==> src/rtl/rv_pkg.sv <==
// Shared RV32I decode constants and the ID/EX bundle.
// Imported by the decode stage and its register file.
package rv_pkg;

  localparam int DW = 32;

  localparam logic [6:0] OPC_OP     = 7'b0110011;
  localparam logic [6:0] OPC_OP_IMM = 7'b0010011;

  localparam logic [2:0] F3_ADD = 3'b000;
  localparam logic [2:0] F3_SLL = 3'b001;
  localparam logic [2:0] F3_XOR = 3'b100;
  localparam logic [2:0] F3_SRL = 3'b101;
  localparam logic [2:0] F3_OR  = 3'b110;
  localparam logic [2:0] F3_AND = 3'b111;

  localparam logic [6:0] F7_BASE = 7'b0000000;
  localparam logic [6:0] F7_SUB  = 7'b0100000;

  typedef struct packed {
    logic [6:0]    opcode;
    logic [2:0]    funct3;
    logic [6:0]    funct7;
    logic [DW-1:0] data1;
    logic [DW-1:0] data2;
    logic [4:0]    rd;
    logic [4:0]    rs1;
    logic [4:0]    rs2;
    logic          use_rs2;
    logic          reg_write;
    logic          illegal;
  } id_ex_t;

endpackage

==> src/rtl/regfile_2r1w.sv <==
// 2-read 1-write register file, x0 hardwired to zero.
// Reads are combinational; the write lands at the clock edge.
module regfile_2r1w #(
  parameter int XLEN  = 32,
  parameter int NREGS = 32,
  parameter int AW    = $clog2(NREGS)
) (
  input  logic            clk,
  input  logic            rst_n,
  input  logic [AW-1:0]   ra1,
  input  logic [AW-1:0]   ra2,
  output logic [XLEN-1:0] rd1,
  output logic [XLEN-1:0] rd2,
  input  logic            we,
  input  logic [AW-1:0]   wa,
  input  logic [XLEN-1:0] wd
);

  logic [XLEN-1:0] mem_q [NREGS];
  logic [XLEN-1:0] mem_d [NREGS];

  always_comb begin
    mem_d = mem_q;
    if (we && wa != '0) mem_d[wa] = wd;
    mem_d[0] = '0;
  end

  always_ff @(posedge clk or negedge rst_n) begin
    if (!rst_n) begin
      for (int i = 0; i < NREGS; i++) mem_q[i] <= '0;
    end else begin
      mem_q <= mem_d;
    end
  end

  assign rd1 = (ra1 == '0) ? '0 : mem_q[ra1];
  assign rd2 = (ra2 == '0) ? '0 : mem_q[ra2];

endmodule

==> src/rtl/decode_stage.sv <==
// RV32I decode/register-read stage feeding the integer ALU.
// OP-IMM is re-encoded as OP so the ALU sees one format.
module decode_stage
  import rv_pkg::*;
#(
  parameter int XLEN  = DW,
  parameter int NREGS = 32
) (
  input  logic            clk,
  input  logic            rst_n,
  input  logic            instr_valid,
  input  logic [31:0]     instr_in,
  output logic            instr_ready,
  input  logic            flush,
  input  logic            wb_en,
  input  logic [4:0]      wb_addr,
  input  logic [XLEN-1:0] wb_data,
  output logic            ex_valid,
  input  logic            ex_ready,
  output logic [6:0]      opcode,
  output logic [2:0]      funct3,
  output logic [6:0]      funct7,
  output logic [XLEN-1:0] data1_out,
  output logic [XLEN-1:0] data2_out,
  output logic [4:0]      rd_out,
  output logic            reg_write_out,
  output logic            illegal_out
);

  logic [6:0] opc;
  logic [2:0] f3;
  logic [6:0] f7;
  logic [4:0] rs1, rs2, rd;
  assign opc = instr_in[6:0];
  assign rd  = instr_in[11:7];
  assign f3  = instr_in[14:12];
  assign rs1 = instr_in[19:15];
  assign rs2 = instr_in[24:20];
  assign f7  = instr_in[31:25];

  logic [XLEN-1:0] rf_rd1, rf_rd2;

  regfile_2r1w #(
    .XLEN (XLEN),
    .NREGS(NREGS),
    .AW   (5)
  ) u_rf (
    .clk  (clk),
    .rst_n(rst_n),
    .ra1  (rs1),
    .ra2  (rs2),
    .rd1  (rf_rd1),
    .rd2  (rf_rd2),
    .we   (wb_en),
    .wa   (wb_addr),
    .wd   (wb_data)
  );

  logic wb_live;
  assign wb_live = wb_en && (wb_addr != '0);

  logic [XLEN-1:0] rs1_val, rs2_val;
  assign rs1_val = (wb_live && wb_addr == rs1) ? wb_data : rf_rd1;
  assign rs2_val = (wb_live && wb_addr == rs2) ? wb_data : rf_rd2;

  logic op_ok, imm_alu, imm_sh;
  assign op_ok = (f7 == F7_BASE && f3 != 3'b010 && f3 != 3'b011)
              || (f7 == F7_SUB && f3 == F3_ADD);
  assign imm_alu = (f3 == F3_ADD) || (f3 == F3_XOR)
                || (f3 == F3_OR)  || (f3 == F3_AND);
  assign imm_sh = (f3 == F3_SLL || f3 == F3_SRL) && f7 == F7_BASE;

  id_ex_t dec;

  always_comb begin
    dec         = '0;
    dec.opcode  = opc;
    dec.funct3  = f3;
    dec.funct7  = f7;
    dec.rd      = rd;
    dec.rs1     = rs1;
    dec.rs2     = rs2;
    dec.data1   = rs1_val;
    dec.data2   = rs2_val;
    dec.use_rs2 = 1'b1;
    dec.illegal = 1'b1;
    unique case (1'b1)
      opc == OPC_OP: begin
        if (op_ok) dec.illegal = 1'b0;
      end
      opc == OPC_OP_IMM: begin
        if (imm_alu || imm_sh) begin
          dec.illegal = 1'b0;
          dec.opcode  = OPC_OP;
          dec.funct7  = F7_BASE;
          dec.use_rs2 = 1'b0;
          dec.data2   = imm_sh
            ? {{(XLEN-5){1'b0}}, rs2}
            : {{(XLEN-12){instr_in[31]}}, instr_in[31:20]};
        end
      end
      default: ;
    endcase
    dec.reg_write = !dec.illegal && (rd != '0);
  end

  logic   ex_valid_q, ex_valid_d;
  id_ex_t ex_q, ex_d;
  logic   accept;

  assign instr_ready = !ex_valid_q || ex_ready;
  assign accept      = instr_valid && instr_ready;

  // A stalled bundle keeps tracking writebacks to its source registers
  always_comb begin
    ex_valid_d = ex_valid_q;
    ex_d       = ex_q;
    if (flush) begin
      ex_valid_d = 1'b0;
    end else if (accept) begin
      ex_valid_d = 1'b1;
      ex_d       = dec;
    end else if (ex_ready) begin
      ex_valid_d = 1'b0;
    end else if (ex_valid_q && wb_live) begin
      if (wb_addr == ex_q.rs1) ex_d.data1 = wb_data;
      if (ex_q.use_rs2 && wb_addr == ex_q.rs2) ex_d.data2 = wb_data;
    end
  end

  always_ff @(posedge clk or negedge rst_n) begin
    if (!rst_n) begin
      ex_valid_q <= 1'b0;
      ex_q       <= '0;
    end else begin
      ex_valid_q <= ex_valid_d;
      ex_q       <= ex_d;
    end
  end

  assign ex_valid      = ex_valid_q;
  assign opcode        = ex_q.opcode;
  assign funct3        = ex_q.funct3;
  assign funct7        = ex_q.funct7;
  assign data1_out     = ex_q.data1;
  assign data2_out     = ex_q.data2;
  assign rd_out        = ex_q.rd;
  assign reg_write_out = ex_q.reg_write;
  assign illegal_out   = ex_q.illegal;

endmodule

==> config.mk <==
export PLATFORM = sky130hd
export DESIGN_NAME = decode_stage
export DESIGN_NICKNAME = d
export VERILOG_FILES = /design/src/rtl/rv_pkg.sv /design/src/rtl/regfile_2r1w.sv /design/src/rtl/decode_stage.sv
export SDC_FILE = /design/constraint.sdc
export NUM_CORES = 2
export LEC_CHECK = 0
export BUFFER_PORTS_ARGS = -buffer_cell sky130_fd_sc_hd__buf_2
export CAP_MARGIN = 15
export CORE_MARGIN = 2
export CORE_UTILIZATION = 50
export CTS_CLUSTER_DIAMETER = 80
export DETAILED_ROUTE_END_ITERATION = 10
export MAX_ROUTING_LAYER = met4
export PLACE_DENSITY = 0.77
export SYNTH_ARGS = -nofsm -noshare
export SYNTH_HDL_FRONTEND = slang
export SYNTH_HIERARCHICAL = 1
export SYNTH_SLANG_ARGS = --single-unit
==> constraint.sdc <==
create_clock -name clk -period 2.36 [get_ports clk]
set_input_delay 0.354 -clock clk [delete_from_list [all_inputs] [get_ports clk]]
set_output_delay 0.354 -clock clk [all_outputs]
set_load 0.05 [all_outputs]
==> metrics.txt <==
status completed; pre-CTS setup slack -0.324 ns; Setup Viol. Count Final 0; yosys warns 6; root buf cell clkbuf_16; GRT Overall Usage 0.321; Die H 348 µm; iteration count of the initial detailed-routing pass 6; WS Path Type reg -> reg; Avg Cell Area, Syn 14.1 µm²; predominant post-synthesis flop cell dfrtp_1; WHS Endpoint data2_out[9]$_DFFE_PN0P_; fraction of layout cells with a size suffix above 1 0.499; clk_lat worst skew about 0.71 ns; Final #Nets ~4500; Worst Hold Slack 0.0669 ns; type of the worst min-delay path in -> reg; DR iter-0 viols between 4000 and 5000; max cap viols 0; CTS Buffer Depth 3; crit-path max FO 3; hpwl dp 121 mm; mux share of post-synthesis cell area 0.404; Worst VDD drop 0.587 mV; Worst R2R End data1_out[20]$_DFFE_PN0P_; vias in the first global route 42100; Fin. Hold Viols 0; # DRC 0; Die Span X about 350 µm; endpoint class of the critical path flip-flop; CP startpoint kind flip-flop; simple-gate area share of the yosys netlist 0.0425; Via-to-Cell Ratio 6.73; largest family of logic cells by synthesized area multiplexers; Pwr Density 838 nW/µm²; xor and xnor area share after synthesis 0.00295; Hold Path Depth 3; global-route wire length before repair 281 mm; leading cell type in the layout, fill and taps excluded dfrtp_1; largest net degree at the start of global routing 94; r2r worst-path depth 8; Sink Count 1092; Hold Startpoint wb_data[9]; Peak Freq 428 MHz; area share of fa/ha/maj cells after synthesis 0; antenna violations before repair 11; Period minus WS final 2.34 ns; EDFF count, synth 0; synthesized area 59300 µm²; Post-DRT Antenna Nets 0; FFs w/ async S/R, synth 1.00; RSZ-0062 raised after global routing false; register area share after synthesis 0.461; Vias 40600; CTS resizes 0; final count of pins violating max slew 0; Arr. time, crit path a little under 3 ns; Setup Fix Bufs, Post-CTS 0; clock skew 0.0284 ns; Reg2Reg Launch Point u_rf/mem_q[948]$_DFFE_PN0P_; P&R area growth vs syn 14.9%; Buffers on Ports 164; Tcrit/Tclk final 0.990; post-synthesis compound-gate area fraction 0.0427; routability cong. 0.900; post-DR wirelength/cell 31.2 µm; post-synthesis register bit count ~1100; H-tree levels 3; worst slew pin tran 0.791 ns; max_slew headroom 0.472; gr ovfl total 0; initial core utilization 0.503; PnR worst setup slack approximately 0.024 ns; io pins 165; placeable core area between 100000 and 150000 µm²; # hold bufs at CTS 25; Die ar. 121000 µm²; post-synthesis cell count 4210; syn nets 4285; Routed WL 188 mm; Worst R2R Setup Slack around 0.024 ns; Req. time, crit path 2.94 ns; Pwr Total 57100 µW; Synth cell types 70; TNS Setup 0 ns; CTS clk-pin slew, worst paths 0.06 ns; P_leak 0.0303 µW; CTS tree done; CTS buffer count 111; row cnt 126; commonest cells after routing, fill and taps aside dfrtp_1, mux2_2, mux4_2
[cell families after synthesis]
group | Yosys count
xor gates and xnor gates | 20
muxes | 1757
AOI/OAI and AO/OA | 328
and+or+nand+nor | 491
buffers and inverters | 522
DFF | 1092
[power by group]
part	internal (µW)	total (µW)	switching, µW
clock	10600	18400	7760
combinational	7160	13400	6190
sequential	22400	25400	2950
[registers in the layout (all words and copies together), names as in the netlist]
| signal | cells |
|---|---|
| ex_valid | 1 |
| reg_write_out | 1 |
| rd_out | 5 |
| illegal_out | 1 |
| data2_out | 32 |
| funct7 | 7 |
| ex_q | 11 |
| data1_out | 32 |
| opcode | 7 |
| funct3 | 3 |
| u_rf/mem_q | 992 |
[layer usage]
metal,vias to the layer above,track usage,share of wire
met4,0,0.182,0.070
li1,16300,-,-
met2,2356,0.481,0.46
met3,724,0.0743,0.099
met5,-,-,0
met1,21300,0.403,0.37
[how the worst max path moves through the flow]
stage / cells past startpoint / to / start / slack (ns)
after floorplan: 8 / data2_out[9]$_DFFE_PN0P_ / instr_in[20] / 0.08
after global placement: 10 / data2_out[2]$_DFFE_PN0P_ / instr_in[20] / -0.32
after detailed placement: 10 / data1_out[20]$_DFFE_PN0P_ / instr_in[15] / -0.32
after CTS: 8 / data1_out[20]$_DFFE_PN0P_ / u_rf/mem_q[948]$_DFFE_PN0P_ / 0.05
after global routing: 7 / data1_out[20]$_DFFE_PN0P_ / u_rf/mem_q[212]$_DFFE_PN0P_ / 0.02
final: 8 / data1_out[20]$_DFFE_PN0P_ / u_rf/mem_q[948]$_DFFE_PN0P_ / 0.02
[cell usage after synthesis (14+ instances only)]
library cell / number / area [µm²]
mux4_1: 18 / 473
o22ai_1: 18 / 113
nor2b_1: 66 / 413
a32o_1: 21 / 210
mux2_2: 1059 / 11900
a21oi_1: 29 / 145
dfrtp_1: 1092 / 27300
nor3_1: 33 / 165
buf_1: 57 / 214
mux2i_1: 296 / 2960
nand2_1: 173 / 649
inv_1: 21 / 78.8
a221o_1: 23 / 230
buf_4: 127 / 953
nand3_1: 55 / 275
mux4_2: 379 / 8540
o31a_1: 27 / 236
clkbuf_1: 181 / 679
or2_2: 14 / 87.6
a221oi_1: 42 / 368
a22oi_1: 54 / 405
buf_6: 21 / 236
o211ai_1: 17 / 128
nand2b_1: 53 / 332
o21ai_0: 42 / 210
nor2_1: 34 / 128
buf_2: 110 / 551
[per-stage QoR]
step           area [µm²]  cells  utilization
6_report            68100   6039        0.578
2_1_floorplan       59300   4210            -
3_3_place_gp        64100   5800        0.543
4_1_cts             68100   6030        0.578
3_5_place_dp        64100   5800        0.543
5_1_grt             68100   6039        0.578
[area by class of cell]
cell class	count	area (µm²)
repair buffers	580	5620
flip-flops and latches	1092	27300
inverters	21	78.8
clock inverters	50	596
diodes	9	22.5
well taps	1536	1920
multi-input cells	2596	29400
fillers	8880	49800
clock buffers	155	3170
[critical path: stages (launching register included)]
cell,delay (ns)
dfrtp_1,0.40
mux2_2,0.26
a221oi_1,0.32
a2111oi_0,0.12
buf_4,0.15
or3_1,0.41
mux2i_1,0.31
buf_4,0.18
o21ai_0,0.06
Power figures use the tool's default switching activity.
